[src/rtl/fifo_wr_arbiter.sv]
// fifo_wr_arbiter: round-robin sharing of the single TX FIFO write port.
// An owner keeps the port for up to MAX_BURST words, then releases it for
// one IDLE bubble cycle. Write strobe and data to the FIFO are registered.
module fifo_wr_arbiter #(
  parameter  int N_REQ     = 2,
  parameter  int DATA_W    = 32,
  parameter  int MAX_BURST = 4,
  localparam int OW        = (N_REQ > 1) ? $clog2(N_REQ) : 1
) (
  input  logic                      clk_i,
  input  logic                      reset_i,
  input  logic [N_REQ-1:0]          req_valid_i,
  input  logic [N_REQ*DATA_W-1:0]   req_data_i,
  output logic [N_REQ-1:0]          req_ready_o,
  input  logic                      fifo_full_i,
  input  logic                      fifo_afull_i,
  output logic                      fifo_wr_en_o,
  output logic [DATA_W-1:0]         fifo_wr_data_o,
  output logic                      busy_o,
  output logic [OW-1:0]             owner_o,
  output logic [15:0]               wr_count_o
);

  typedef enum logic {IDLE, GRANT} state_t;

  state_t            state, state_nxt;
  logic [OW-1:0]     rr_ptr, owner, pick;
  logic              pick_vld;
  logic [7:0]        burst_cnt;
  logic              stall, xfer, last_word;
  logic [DATA_W-1:0] owner_data;

  // Maps rr_ptr+k back into the requester range.
  function automatic logic [OW-1:0] wrap_idx(input int i);
    return OW'(i % N_REQ);
  endfunction

  // Round-robin search: first valid requester after rr_ptr. The loop runs
  // from the far end so the nearest candidate is assigned last and wins.
  always_comb begin
    pick     = rr_ptr;
    pick_vld = 1'b0;
    for (int k = N_REQ; k >= 1; k--) begin
      if (req_valid_i[wrap_idx(int'(rr_ptr) + k)]) begin
        pick     = wrap_idx(int'(rr_ptr) + k);
        pick_vld = 1'b1;
      end
    end
  end

  // A write still in flight counts against an almost-full FIFO.
  assign stall      = fifo_full_i | (fifo_afull_i & fifo_wr_en_o);
  assign xfer       = (state == GRANT) & req_valid_i[owner] & ~stall;
  assign last_word  = (burst_cnt == 8'(MAX_BURST - 1));
  assign owner_data = req_data_i[owner*DATA_W +: DATA_W];
  assign busy_o     = (state == GRANT);
  assign owner_o    = owner;

  // State register.
  always_ff @(posedge clk_i or negedge reset_i) begin
    if (!reset_i) state <= IDLE;
    else          state <= state_nxt;
  end

  // Next state and ready: only the owner sees ready, and only when not stalled.
  always_comb begin
    state_nxt   = state;
    req_ready_o = '0;
    case (state)
      IDLE:  if (pick_vld) state_nxt = GRANT;
      GRANT: begin
        req_ready_o[owner] = ~stall;
        // A stall alone never ends the grant; a dropped valid or a full burst does.
        if (!req_valid_i[owner] || (xfer && last_word)) state_nxt = IDLE;
      end
      default: state_nxt = IDLE;
    endcase
  end

  // Grant bookkeeping: owner latch, burst length, round-robin pointer.
  always_ff @(posedge clk_i or negedge reset_i) begin
    if (!reset_i) begin
      owner     <= '0;
      rr_ptr    <= OW'(N_REQ - 1);
      burst_cnt <= '0;
    end else if (state == IDLE) begin
      if (pick_vld) begin
        owner     <= pick;
        burst_cnt <= '0;
      end
    end else begin
      if (xfer) burst_cnt <= burst_cnt + 8'd1;
      if (state_nxt == IDLE) rr_ptr <= owner;
    end
  end

  // Registered write port and running word count; data holds between writes.
  always_ff @(posedge clk_i or negedge reset_i) begin
    if (!reset_i) begin
      fifo_wr_en_o   <= 1'b0;
      fifo_wr_data_o <= '0;
      wr_count_o     <= '0;
    end else begin
      fifo_wr_en_o <= xfer;
      if (xfer) begin
        fifo_wr_data_o <= owner_data;
        wr_count_o     <= wr_count_o + 16'd1;
      end
    end
  end

endmodule
[config.mk]
export PLATFORM = sky130hd
export DESIGN_NAME = fifo_wr_arbiter
export DESIGN_NICKNAME = d
export VERILOG_FILES = /design/src/rtl/fifo_wr_arbiter.sv
export SDC_FILE = /design/constraint.sdc
export NUM_CORES = 1
export LEC_CHECK = 0
export ABC_AREA = 1
export CAP_MARGIN = 20
export CORE_AREA = 2 2 87 89
export CTS_BUF_LIST = sky130_fd_sc_hd__clkbuf_8
export CTS_CLUSTER_DIAMETER = 30
export DETAILED_ROUTE_END_ITERATION = 10
export DIE_AREA = 0 0 89 91
export PLACE_DENSITY = 0.79
export SLEW_MARGIN = 20
export SYNTH_ARGS = -nofsm -noshare
export SYNTH_HDL_FRONTEND = slang
export SYNTH_SLANG_ARGS = --single-unit
[constraint.sdc]
create_clock -name clk_i -period 3.25 [get_ports clk_i]
set_clock_uncertainty 0.15 [all_clocks]
set_input_delay 0.325 -clock clk_i [delete_from_list [all_inputs] [get_ports clk_i]]
set_output_delay 0.325 -clock clk_i [all_outputs]
set_load 0.005 [all_outputs]
==> results.cfg, run 1 <==
[finish]
layout_commonest_cell = nand2_1
nNetsFinal = 588
n_antenna_cell = 0
area_growth_pct = 48.5
layout_common_cells = nand2_1 (146), clkdlybuf4s50_1 (121), dfrtp_1 (59)
layout-drive-gt1-share = 0.0520

[timing]
max_freq_mhz = 427
min_period_over_period = 0.720
worst_slack_ns = 0.909
fin_crit_ns = 2.34
rsz0062_at_grt = no
slew_headroom = 0.403
hold_viol_final = 0
slew_violations = 0
tns_ns = 0
setup_violations = 0
tightest_slew_ns = 0.896

[power]
p_int_mw = 2.27
p_switching_mw = 1.19
pwr-share-comb = 0.432
powerDensity_nw_per_um2 = 764
netSwitchingFraction = 0.344
clkPwrFrac = 0.203
max-vdd-ir-drop_uv = 397
seqPwrFrac = 0.365
power_leakage_nw = 1.98

[yosys]
syn_inst = 396
synth-seq-area-share = 0.492
synthDistinctLibCells = 25
yosysWarningCount = 0
syn_area_per_cell_sq_um = 7.71
synth_seq_cells = 60
synth_area_sq_um = 3050
mappedNetlistNets = 468

[clocking]
clock_latency_ns = 0.34
cts_tree = built
cts_resized = 0
numCtsBuffers = 9
clk_pin_slew_ns = 0.06
clk_path_buf_depth = 2
clockRootBuffer = clkbuf_8
cts.htree.levels = 3
clock_sinks = 60

[die]
boundaryPins = 123
start_util = 0.428
die_w_microns = 89
die_area_sq_um = 8100
core_area_sq_um = 7140
die_h_microns = 91
rows = 31

[global_route]
grt_max_degree = 42
antenna_found_initial = 0
grt_pass1_wl_microns = 13000
gr-total-overflow = 0
grt_usage = 0.206
grt_pass1_vias = 2831

[drt]
drt_wl_total_microns = 8130
drt_iter0_markers = 132
vias = 3007
ant_nets = 0
wire_per_inst_microns = 13.1
post_drt_via_cell_ratio = 4.87
drc_errors = 0
dr.pass1.iters = 4

[placement]
hpwl_microns = 5800
dp_slack_ns = 0.764
gp_congestion = 0.832
port_buffers = 122

[worst_setup_path]
crit_chain = inv_2 > buf_4 > nor2_1 > clkdlybuf4s50_1
crit_slowest_cell = dfrtp_1
cp_max_fo = 34
worstPathRequired_ns = 2.77
cp.arrival_ns = 1.87
critPathKind = register to output port
crit_path_end_kind = output port
cpPeakStageDelay_ns = 0.57
start_kind = register
cp.buffers_inverters = 3
path_delay_family = buffers and inverters

[status]
outcome = finished, final reports clean

[job]
max-cap-violations = 0

[min_path]
min_path_type = register to register
==> Yosys cell counts (all sizes together) <==
| master | instances | share of area |
|---|---|---|
| nand3 | 17 | 0.031 |
| a31oi | 32 | 0.066 |
| inv | 25 | 0.031 |
| xnor2 | 4 | 0.011 |
| nor2 | 59 | 0.076 |
| a21oi | 1 | 0.0016 |
| dfrtp | 59 | 0.48 |
| buf | 12 | 0.033 |
| o21bai | 2 | 0.0049 |
| nand3b | 2 | 0.0049 |
| xor2 | 5 | 0.014 |
| nor3 | 1 | 0.0016 |
| ha | 2 | 0.0082 |
| o21ai | 16 | 0.026 |
| nand2 | 146 | 0.18 |
| nand4 | 5 | 0.010 |
| dfstp | 1 | 0.0086 |
| clkbuf | 7 | 0.0086 |
==> worst paths after layout <==
path                              start                  to  slack (ns)  depth (start not counted)
worst max-delay path            owner_o      req_ready_o[1]        0.91                          4
worst min register to register   rr_ptr              rr_ptr        0.32                          2
worst min-delay path             rr_ptr              rr_ptr        0.32                          2
max in group asynchronous       reset_i  fifo_wr_data_o[30]        1.62                          3
worst max register to register  owner_o   fifo_wr_data_o[7]        1.09                          7
min in group asynchronous       reset_i       wr_count_o[0]        0.51                          2
==> routing by layer <==
metal  part of all wire  global-route usage  vias to the layer above
li1                   -                   -                     1511
met4              0.015              0.0560                        0
met3              0.056              0.0573                       13
met2               0.51               0.343                       86
met1               0.42               0.260                     1397
met5                  0                   0                        -
==> tightest hold or removal path, cell delays in order, from the launching register on <==
cell and delay, ns:
dfstp_2 0.37, nand2_1 0.05, nand2_1 0.04
==> timing repair <==
action                    CTS  global route
hold endpoints to repair   34             0
hold buffers                1             0
setup buffers               0             0
==> per-stage QoR <==
step | area, sq um | hold WS [ns] | util | cells | power, mW
floorplan | 3050 | -0.121 | - | 396 | 2.00
global placement | 4320 | 0.298 | 0.605 | 603 | 2.74
detailed placement | 4320 | 0.313 | 0.605 | 603 | 2.79
CTS | 4540 | 0.323 | 0.636 | 618 | 3.51
global route | 4540 | 0.368 | 0.636 | 618 | 3.73
finish | 4540 | 0.319 | 0.636 | 618 | 3.47
==> power by group through the flow <==
stage | registers [mW] | logic (mW) | clock network [mW]
6_report | 1.27 | 1.50 | 0.703
5_1_grt | 1.31 | 1.67 | 0.754
4_1_cts | 1.27 | 1.52 | 0.718
3_5_place_dp | 1.28 | 1.52 | 0
3_3_place_gp | 1.27 | 1.47 | 0
2_1_floorplan | 1.25 | 0.753 | 0
==> logic make-up after synthesis <==
family                   share of synthesized area
AND/OR/NAND/NOR                              0.303
adder cells (fa/ha/maj)                    0.00819
AO/OA/AOI/OAI                               0.0983
XOR/XNOR                                    0.0258
buffers and inverters                       0.0725
flip-flops                                   0.492
==> state kept, by name (all words and copies together) (netlist names) <==
register / cells
rr_ptr: 1
fifo_wr_en_o: 1
busy_o: 1
owner_o: 1
fifo_wr_data_o: 32
wr_count_o: 16
burst_cnt: 8
==> final cells by class <==
type / count / area (sq um)
Clock buffer: 13 / 179
Clock inverter: 1 / 30.0
Fill cell: 627 / 2600
Inverter: 25 / 93.8
Multi-Input combinational cell: 292 / 1330
Sequential cell: 60 / 1500
Tap cell: 99 / 124
Timing Repair Buffer: 128 / 1280
No activity file was read; power rests on OpenSTA's default activity.
==> run 2: changes to the inputs <==
==> constraint.sdc (replaced) <==
create_clock -name clk_i -period 2.3 [get_ports clk_i]
set_clock_uncertainty 0.15 [all_clocks]
set_input_delay 0.23 -clock clk_i [delete_from_list [all_inputs] [get_ports clk_i]]
set_output_delay 0.23 -clock clk_i [all_outputs]
set_load 0.005 [all_outputs]
==> results.cfg, run 2 (synthesis gave the netlist of run 1 again) <==
[global_route]
grt_max_degree = 54
grt_pass1_wl_microns = 12900
grt_pass1_vias = 2929
grt_usage = 0.200
antenna_found_initial = 0
gr-total-overflow = 0

[power]
clkPwrFrac = 0.209
power.total_mw = 4.96
seqPwrFrac = 0.352
max-vdd-ir-drop_uv = 778
p_int_mw = 3.25
netSwitchingFraction = 0.345
p_switching_mw = 1.71
powerDensity_nw_per_um2 = 1080
pwr-share-comb = 0.439
power_leakage_nw = 2.00

[worst_setup_path]
cp.buffers_inverters = 2
crit_chain = buf_4 > nand2_1 > nor2_1 > clkdlybuf4s50_1
cp.arrival_ns = 1.67
critPathKind = register to output port
cpPeakStageDelay_ns = 0.50
worstPathRequired_ns = 1.92
cp_max_fo = 7
regToRegSetupSlack_ns = 0.49
start_kind = register
path_delay_family = buffers and inverters
crit_slowest_cell = clkdlybuf4s50_1
crit_path_end_kind = output port

[timing]
min_period_over_period = 0.890
tns_ns = 0
rsz0062_at_grt = no
fin_crit_ns = 2.05
hold_viol_final = 0
max_freq_mhz = 489
slew_violations = 0
setup_violations = 0
worst_slack_ns = 0.254
tightest_slew_ns = 0.625
slew_headroom = 0.584

[die]
die_h_microns = 91
rows = 31
boundaryPins = 123
die_w_microns = 89
die_area_sq_um = 8100
start_util = 0.428
core_area_sq_um = 7140

[drt]
vias = 3023
ant_nets = 0
dr.pass1.iters = 4
wire_per_inst_microns = 12.6
drt_iter0_markers = 71
post_drt_via_cell_ratio = 4.85
drt_wl_total_microns = 7870
drc_errors = 0

[job]
max-cap-violations = 0

[finish]
largest-register = fifo_wr_data_o
stdcell_area_sq_um = 4580
layout_commonest_cell = nand2_1
largestRegisters = fifo_wr_data_o: 32 flops, wr_count_o: 16 flops, burst_cnt: 8 flops
layout_common_cells = nand2_1 (146), clkdlybuf4s50_1 (121), dfrtp_1 (59)
nNetsFinal = 591
layout-drive-gt1-share = 0.0611
n_antenna_cell = 0
largest_reg_flops = 32
area_growth_pct = 50.1

[clocking]
clock_sinks = 60
clock_latency_ns = 0.34
cts.htree.levels = 3
numCtsBuffers = 9
cts_tree = built
clk_pin_slew_ns = 0.07
clk_path_buf_depth = 2
clockRootBuffer = clkbuf_8

[placement]
gp_congestion = 0.857
place_area_sq_um = 4350
hpwl_microns = 5850
port_buffers = 122
dp_slack_ns = 0.173

[status]
outcome = finished, final reports clean

[min_path]
min_path_type = primary input to asynchronous set/reset pin
[run 2: changes by cell type in the layout (fill, tap and decap cells not counted)]
cell        delta
buf_12         +1
clkinvlp_4     +1
buf_4          +2
clkinv_2       +1
[run 2: final timing paths]
path                                start            endpoint  depth (start not counted)
setup / recovery                   busy_o      req_ready_o[0]                          4
hold / removal                    reset_i       wr_count_o[4]                          2
setup reg to reg             fifo_wr_en_o       wr_count_o[8]                          7
hold reg to reg                    rr_ptr              rr_ptr                          2
max in group asynchronous         reset_i  fifo_wr_data_o[25]                          3
min in group clk_i         req_data_i[46]  fifo_wr_data_o[14]                          3
[run 2: through the flow]
step                utilization  instances  hold WS, ns
floorplan                     -        396       -0.216
CTS                       0.642        623        0.298
finish                    0.642        623        0.288
detailed placement        0.610        606        0.141
global placement          0.610        606        0.137
global route              0.642        623        0.311
[run 2: worst register-to-register path, stage by stage (launching register included)]
cell and delay (ns):
dfrtp_1 0.38, a21oi_1 0.20, inv_1 0.11, nor2_4 0.18
buf_12 0.25, nand2_1 0.15, o21ai_0 0.21, nand2_1 0.07
[run 2: what timing repair did]
item / in CTS / in global routing
endpoints found under the hold margin: 25 / 0
resized for setup: 0 / 0
buffers inserted: 0 / 0
hold buffers: 1 / 0
[run 2: power groups by stage]
stage	clock, mW	sequential [mW]	combinational [mW]
after floorplan	0	1.76	1.06
after global placement	0	1.75	2.16
after detailed placement	0	1.77	2.22
after CTS	1.06	1.75	2.22
after global routing	1.10	1.80	2.45
final	1.04	1.75	2.18
[run 2: final cells by class]
type,instances,area [sq um]
Clock buffer,13,179
Clock inverter,3,42.5
Fill cell,632,2550
Inverter,25,93.8
Multi-Input combinational cell,292,1330
Sequential cell,60,1500
Tap cell,99,124
Timing Repair Buffer,131,1310
[run 2: layer usage]
metal,GRT usage,vias up,part of all wire
met3,0.0327,11,0.057
met2,0.350,78,0.50
met4,0.0759,0,0.017
met5,0,-,0
met1,0.242,1419,0.42
li1,-,1515,-
==> run 3: changes to the inputs <==
==> constraint.sdc (replaced) <==
create_clock -name clk_i -period 2.63 [get_ports clk_i]
set_clock_uncertainty 0.15 [all_clocks]
set_input_delay 0.263 -clock clk_i [delete_from_list [all_inputs] [get_ports clk_i]]
set_output_delay 0.263 -clock clk_i [all_outputs]
set_load 0.005 [all_outputs]
==> results.cfg, run 3 (synthesis gave the netlist of run 1 again) <==
[placement]
place_area_sq_um = 4340
gp_congestion = 0.861
hpwl_microns = 5870
place_inst = 605
port_buffers = 122

[finish]
finalNonFillerCells = 621
area_growth_pct = 48.8
layout-drive-gt1-share = 0.0556
largest-register = fifo_wr_data_o
stdcell_area_sq_um = 4550
nNetsFinal = 590
layout_common_cells = nand2_1 (146), clkdlybuf4s50_1 (121), dfrtp_1 (59)
n_antenna_cell = 0
largest_reg_flops = 32
largestRegisters = fifo_wr_data_o: 32 flops, wr_count_o: 16 flops, burst_cnt: 8 flops
layout_commonest_cell = nand2_1
fill_cells = 630

[drt]
drc_errors = 0
wire_per_inst_microns = 12.8
drt_iter0_markers = 201
drt_wl_total_microns = 7970
dr.pass1.iters = 4
vias = 3042
ant_nets = 0
post_drt_via_cell_ratio = 4.90

[die]
rows = 31
die_area_sq_um = 8100
die_h_microns = 91
die_w_microns = 89
start_util = 0.428
core_area_sq_um = 7140
boundaryPins = 123

[timing]
rsz0062_at_grt = no
max_freq_mhz = 478
setup_violations = 0
slew_violations = 0
hold_viol_final = 0
fin_crit_ns = 2.09
tightest_slew_ns = 0.691
slew_headroom = 0.540
tns_ns = 0
min_period_over_period = 0.795

[global_route]
grt_pass1_vias = 2944
grt_usage = 0.206
gr-total-overflow = 0
grt_pass1_wl_microns = 13300
antenna_found_initial = 0
grt_max_degree = 44

[clocking]
post_cts_buffers = 0
clk_pin_slew_ns = 0.06
clock_sinks = 60
clk_path_buf_depth = 2
clockRootBuffer = clkbuf_8
numCtsBuffers = 9
cts_hold_buf = 1
clock_latency_ns = 0.33
cts_tree = built
cts.htree.levels = 3
cts_resized = 0

[status]
outcome = finished, final reports clean

[worst_setup_path]
cp.arrival_ns = 1.68
worstPathRequired_ns = 2.22
crit_path_end_kind = output port
cp_max_fo = 12
start_kind = register
critPathKind = register to output port

[min_path]
min_path_type = register to register

[power]
max-vdd-ir-drop_uv = 490
power_leakage_nw = 1.98
powerDensity_nw_per_um2 = 932

[job]
max-cap-violations = 0
run 3: through the flow:
step | setup WS, ns | utilization | hold WS (ns) | total power [mW]
6_report | 0.540 | 0.637 | 0.324 | 4.24
5_1_grt | 0.463 | 0.637 | 0.337 | 4.59
4_1_cts | 0.512 | 0.637 | 0.327 | 4.30
3_5_place_dp | 0.462 | 0.609 | 0.194 | 3.48
3_3_place_gp | 0.501 | 0.609 | 0.184 | 3.40
2_1_floorplan | 1.10 | - | -0.183 | 2.47
run 3: power breakdown:
group          switching [mW]  internal (mW)  total [mW]
Combinational           0.874           1.01        1.89
Sequential              0.268           1.28        1.55
Clock                   0.349          0.453       0.802
Total                    1.49           2.75        4.24
run 3: layer usage:
layer | wire, microns | global-route usage
met4 | 182 | 0.0721
met3 | 411 | 0.0536
met1 | 3450 | 0.254
met2 | 3930 | 0.343
met5 | 0 | 0
run 3: final cells by class:
cell class / instances / area (sq um) / share of cell area
clock buffers: 10 / 138 / 0.0303
multi-input cells: 292 / 1330 / 0.293
inverters: 25 / 93.8 / 0.0206
flip-flops and latches: 60 / 1500 / 0.331
clock inverters: 5 / 53.8 / 0.0118
repair buffers: 130 / 1300 / 0.287
well taps: 99 / 124 / 0.0273
run 3: final timing paths:
path                       startpoint             end  slack (ns)  cells past startpoint
max                            busy_o  req_ready_o[1]        0.54                      3
min                            rr_ptr          rr_ptr        0.32                      2
max reg2reg                   owner_o   wr_count_o[9]        0.74                      7
min reg2reg                    rr_ptr          rr_ptr        0.32                      2
max in group asynchronous     reset_i          rr_ptr        1.29                      3
min in group asynchronous     reset_i   wr_count_o[7]        0.36                      2
run 3: critical path, stage by stage (launching register included):
cell and delay (ns):
dfrtp_1 0.60, nand2_1 0.14, nor2_1 0.11, clkdlybuf4s50_1 0.50
==> RTL change 1: new RTL, flow settings as in run 2 <==
Change the parameter `DATA_W` from 32 to 36.
--- a/src/rtl/fifo_wr_arbiter.sv
+++ b/src/rtl/fifo_wr_arbiter.sv
@@ -4,5 +4,5 @@
 module fifo_wr_arbiter #(
   parameter  int N_REQ     = 2,
-  parameter  int DATA_W    = 32,
+  parameter  int DATA_W    = 36,
   parameter  int MAX_BURST = 4,
   localparam int OW        = (N_REQ > 1) ? $clog2(N_REQ) : 1
Interface: changed (resized fifo_wr_data_o and req_data_i); port bits go from 123 to 135. No check against the original RTL was run, so the function may have changed too.
==> RTL change 1 against run 2 <==
  * Critical path depth fell by 2
  * Sequential cell count rose by 4
  * Setup slack got worse by 0.083 ns
  * Total power rose by 6.5%
  * Final area rose by 6.1%
  * Wire length rose by 13%
  * Synthesized area rose by 5.4%
  * Count of clock-buffer cells in the layout fell by 2
  * Final cell count rose by 5.5%
  * Largest power group unchanged
  * Highest routed layer unchanged
==> RTL change 1: results (changes against run 2) <==
Worst Reg-to-Reg Cells: 8 (was 7)
status: complete, no violations (unchanged)
Routed WL: 8860 µm (was 7870 µm)
Crit. Startpoint: owner_o (was busy_o)
worst skew pair latency: 0.34 ns (about the same)
fillers: 586 (was 632)
vias in the first global route: 3151 (was 2929)
reg2reg setup slack: 0.38 ns (was 0.49 ns)
Critical Path Max Stage Delay: 0.56 ns (was 0.50 ns)
Total Nets Final: 633 (was 591)
sw frac: 35.7% (was 34.5%)
total CTS buffers: 9 (unchanged)
Synth Net Count: 502 (was 468)
iteration count of the initial detailed-routing pass: 5 (was 4)
initial antenna violation count: 0 (unchanged)
hold slack: 0.236 ns (was 0.288 ns)
Synth Area per Inst: 7.63 µm² (was 7.71 µm²)
slowest CP cell: dfrtp_1 (was clkdlybuf4s50_1)
initial DRC count: 165 (was 71)
Synth cell types: 24 (was 25)
layout cells sized above 1: 4.66% (was 6.11%)
Placer Congestion: 0.896 (was 0.857)
global-route wire length before repair: 14600 µm (was 12900 µm)
GRT Overall Usage: 23.2% (was 20.0%)
Max IR drop VDD: 0.555 mV (was 0.778 mV)
port bufs: 134 (was 122)
Critical Path AT: 1.75 ns (was 1.67 ns)
Sequential Power Share: 37.0% (was 35.2%)
pin count of the biggest net entering global routing: 47 (was 54)
vias per inst: 4.90 (was 4.85)
dominant cells by area after synthesis: dfrtp_1 49%, nand2_1 18%, a31oi_1 7.0% (was dfrtp_1 48%, nand2_1 18%, nor2_1 7.0%)
sequential area share after synthesis: 49.8% (was 49.2%)
Pwr Density: 1090 mW/mm² (was 1080 mW/mm²)
part of the power in the clock network: 18.5% (was 20.9%)
DP Cell Count: 640 (was 606)
Final Non-Filler Cells: 657 (was 623)
Synth Warn #: 0 (unchanged)
Pleak: 2.14 nW (was 2.00 nW)
DRC: 0 (unchanged)
Max Fanout on Critical Path: 32 (was 7)
worst slew pin tran: 0.504 ns (was 0.625 ns)
Synth top cells by count: 156 x nand2_1, 63 x dfrtp_1, 59 x nor2_1 (was 146 x nand2_1, 59 x dfrtp_1, 57 x nor2_1)
DP HPWL: 6440 µm (was 5850 µm)
biggest registers after layout: fifo_wr_data_o x36, wr_count_o x16, burst_cnt x8 (was fifo_wr_data_o x32, wr_count_o x16, burst_cnt x8)
[RTL change 1: what timing repair did]
action / in CTS / in global routing
gates resized for setup: 0 / 1
endpoints found under the setup margin: 0 / 1
hold endpoints to repair: 19 / 0
hold buffers: 1 / 0
[RTL change 1: how the worst max path moves through the flow]
stage / end / slack, ns / depth (start not counted)
floorplan: wr_count_o[7] / 0.80 / 8
global placement: wr_count_o[7] / 0.37 / 9
detailed placement: wr_count_o[7] / 0.32 / 9
CTS: owner_o / 0.03 / 2
global route: owner_o / 0.08 / 2
finish: owner_o / 0.17 / 2
[RTL change 1: stage by stage]
stage	utilization (%)	setup slack, ns	area (µm²)
after detailed placement	65.2	0.324	4650
after floorplan	-	0.799	3220
final	68.1	0.171	4860
after global routing	68.1	0.0818	4860
after global placement	65.2	0.365	4650
after CTS	68.1	0.0322	4860
[RTL change 1: cells by family (layout without fill, tap and decap cells)]
logic type      count (synthesis)  in the layout  synth area share, %
buf+inv                        48            184                 6.80
flops                          64             64                 49.8
fa+ha+maj                       2              2                0.777
simple gates                  244            244                 30.1
compound gates                 55             55                 10.1
xor+xnor                        9              9                 2.45
[RTL change 1: per-layer routing]
layer  part of all wire (%)  up-vias  global-route usage (%)  wire [µm]
li1                       -     1609                       -          -
met5                      0        -                       0          0
met2                     48      126                    36.9       4300
met1                     40     1477                    27.6       3530
met3                     10       10                    10.5        894
met4                    1.6        0                    8.33        143
[RTL change 1: area by class of cell]
class,count,area [µm²],share of cell area (%)
Inverter,27,101,2.08
Tap cell,99,124,2.55
Clock buffer,11,151,3.11
Multi-Input combinational cell,310,1400,28.9
Sequential cell,64,1600,33.0
Clock inverter,5,47.5,0.978
Timing Repair Buffer,141,1430,29.5
==> RTL change 2: new RTL, config.mk and constraints of run 2 <==
Made on the original files. Reset style: synchronous (`reset_i`), changed in 3 clocked blocks.
--- a/src/rtl/fifo_wr_arbiter.sv
+++ b/src/rtl/fifo_wr_arbiter.sv
@@ -58,5 +58,5 @@
 
   // State register.
-  always_ff @(posedge clk_i or negedge reset_i) begin
+  always_ff @(posedge clk_i) begin
     if (!reset_i) state <= IDLE;
     else          state <= state_nxt;
@@ -79,5 +79,5 @@
 
   // Grant bookkeeping: owner latch, burst length, round-robin pointer.
-  always_ff @(posedge clk_i or negedge reset_i) begin
+  always_ff @(posedge clk_i) begin
     if (!reset_i) begin
       owner     <= '0;
@@ -96,5 +96,5 @@
 
   // Registered write port and running word count; data holds between writes.
-  always_ff @(posedge clk_i or negedge reset_i) begin
+  always_ff @(posedge clk_i) begin
     if (!reset_i) begin
       fifo_wr_en_o   <= 1'b0;
Check against the original RTL: differs if reset_i is asserted again (counterexample within 4 cycles, from zero or initial values and one cycle with reset_i low); with reset_i held inactive, the same outputs for 10 cycles.
==> RTL change 2 against run 2 <==
  * Final area is 6.5% lower
  * Die area unchanged
  * Synthesized area shrank 7.0%
  * Synthesized cell count is 5.3% higher
  * Setup slack got worse by 0.023 ns
  * Non-clock buffer count shrank 2
  * Wire length about the same
  * Sequential share of layout area decreased by 4.8 points
  * Sequential cell count did not move
  * Largest cell class is now multi-input combinational cells
Power is not compared: it rests on default switching activity, and its combinational part moved more than twofold at a synthesized area within 25%.
==> RTL change 2: results (changes against run 2) <==
pin count of the biggest net entering global routing: 48 (was 54)
adder-cell share of the synthesized area: 0.881% (was 0.819%)
worst min path class: reg2reg (was in2async)
FF-to-FF Start: owner_o (was fifo_wr_en_o)
Synth top cells by count: 139 x nand2_1, 60 x dfxtp_1, 41 x nor2_1 (was 146 x nand2_1, 59 x dfrtp_1, 57 x nor2_1)
dominant cells by area after synthesis: dfxtp_1 42%, nand2_1 18%, a31oi_1 7.1% (was dfrtp_1 48%, nand2_1 18%, nor2_1 7.0%)
Synth Net Count: 489 (was 468)
kind of cell adding the most delay to the critical path: buffers and inverters (unchanged)
Wirelength per Cell: 12.4 µm (was 12.6 µm)
via count: 3118 (was 3023)
Total Nets Final: 605 (was 591)
DP HPWL: 5830 µm (was 5850 µm)
Crit. Startpoint: fifo_afull_i (was busy_o)
Rel. slew slack: 71.3% (was 58.4%)
biggest registers after layout: fifo_wr_data_o x32, wr_count_o x16, burst_cnt x8 (unchanged)
Placer Congestion: 0.837 (was 0.857)
min-delay src: rr_ptr
Critical Path AT: 1.69 ns (was 1.67 ns)
asr flop ratio synth: 0% (was 100%)
Max Fanout on Critical Path: 3 (was 7)
initial DRC count: 117 (was 71)
ys flop type: dfxtp_1 (was dfrtp_1)
Synth Area in Compound Gates: 17.6% (was 9.83%)
GRT Overall Usage: 20.3% (was 20.0%)
layout cells sized above 1: 4.84% (was 6.11%)
Cell Area, Placed: 0.00412 mm² (was 0.00435 mm²)
vias in the first global route: 3026 (was 2929)
global-route wire length before repair: 13200 µm (was 12900 µm)
status: complete, no violations (unchanged)
sequential area share after synthesis: 42.3% (was 49.2%)
xor and xnor area share after synthesis: 0.617% (was 2.58%)
## RTL change 2: final timing paths
kind	cells after the start	to	slack, ns
min reg2reg	2	rr_ptr	0.31
max reg2reg	10	wr_count_o[14]	0.45
min	2	rr_ptr	0.31
max	5	req_ready_o[0]	0.23
## RTL change 2: metrics by stage
step / std cells / power, mW / util (%) / setup slack (ns) / hold slack, ns
5_1_grt: 636 / 2.39 / 60.0 / 0.174 / 0.327
3_5_place_dp: 621 / 1.50 / 57.7 / 0.224 / 0.300
2_1_floorplan: 417 / 1.28 / - / 0.831 / 0.239
6_report: 636 / 2.29 / 60.0 / 0.231 / 0.312
4_1_cts: 636 / 2.31 / 60.0 / 0.222 / 0.309
3_3_place_gp: 621 / 1.49 / 57.7 / 0.235 / 0.297
## RTL change 2: cell type report
type	instances	area [µm²]
Tap cell	99	124
Multi-Input combinational cell	305	1400
Fill cell	649	2850
Clock inverter	4	17.5
Timing Repair Buffer	129	1290
Inverter	28	108
Clock buffer	11	151
Sequential cell	60	1200
## RTL change 2: logic make-up (layout without fill, tap and decap cells)
logic type                 count (synthesis)  after routing
adders and majority gates                  2              2
buffers and inverters                     52            172
AOI/OAI and AO/OA                         91             91
xor gates and xnor gates                   2              2
and+or+nand+nor                          210            210
DFF                                       60             60
## RTL change 2: where the power goes
part,total (mW),switching [mW],internal [mW]
logic,0.368,0.155,0.214
registers,1.10,0.0270,1.08
clock network,0.820,0.387,0.432
total,2.29,0.569,1.72
## RTL change 2: routing by layer
layer / vias up / share of wire (%) / track usage, %
met1: 1395 / 41 / 23.3
met3: 11 / 10 / 8.18
met4: 0 / 1.5 / 7.46
met5: - / 0 / 0
met2: 113 / 47 / 33.5
li1: 1599 / - / -
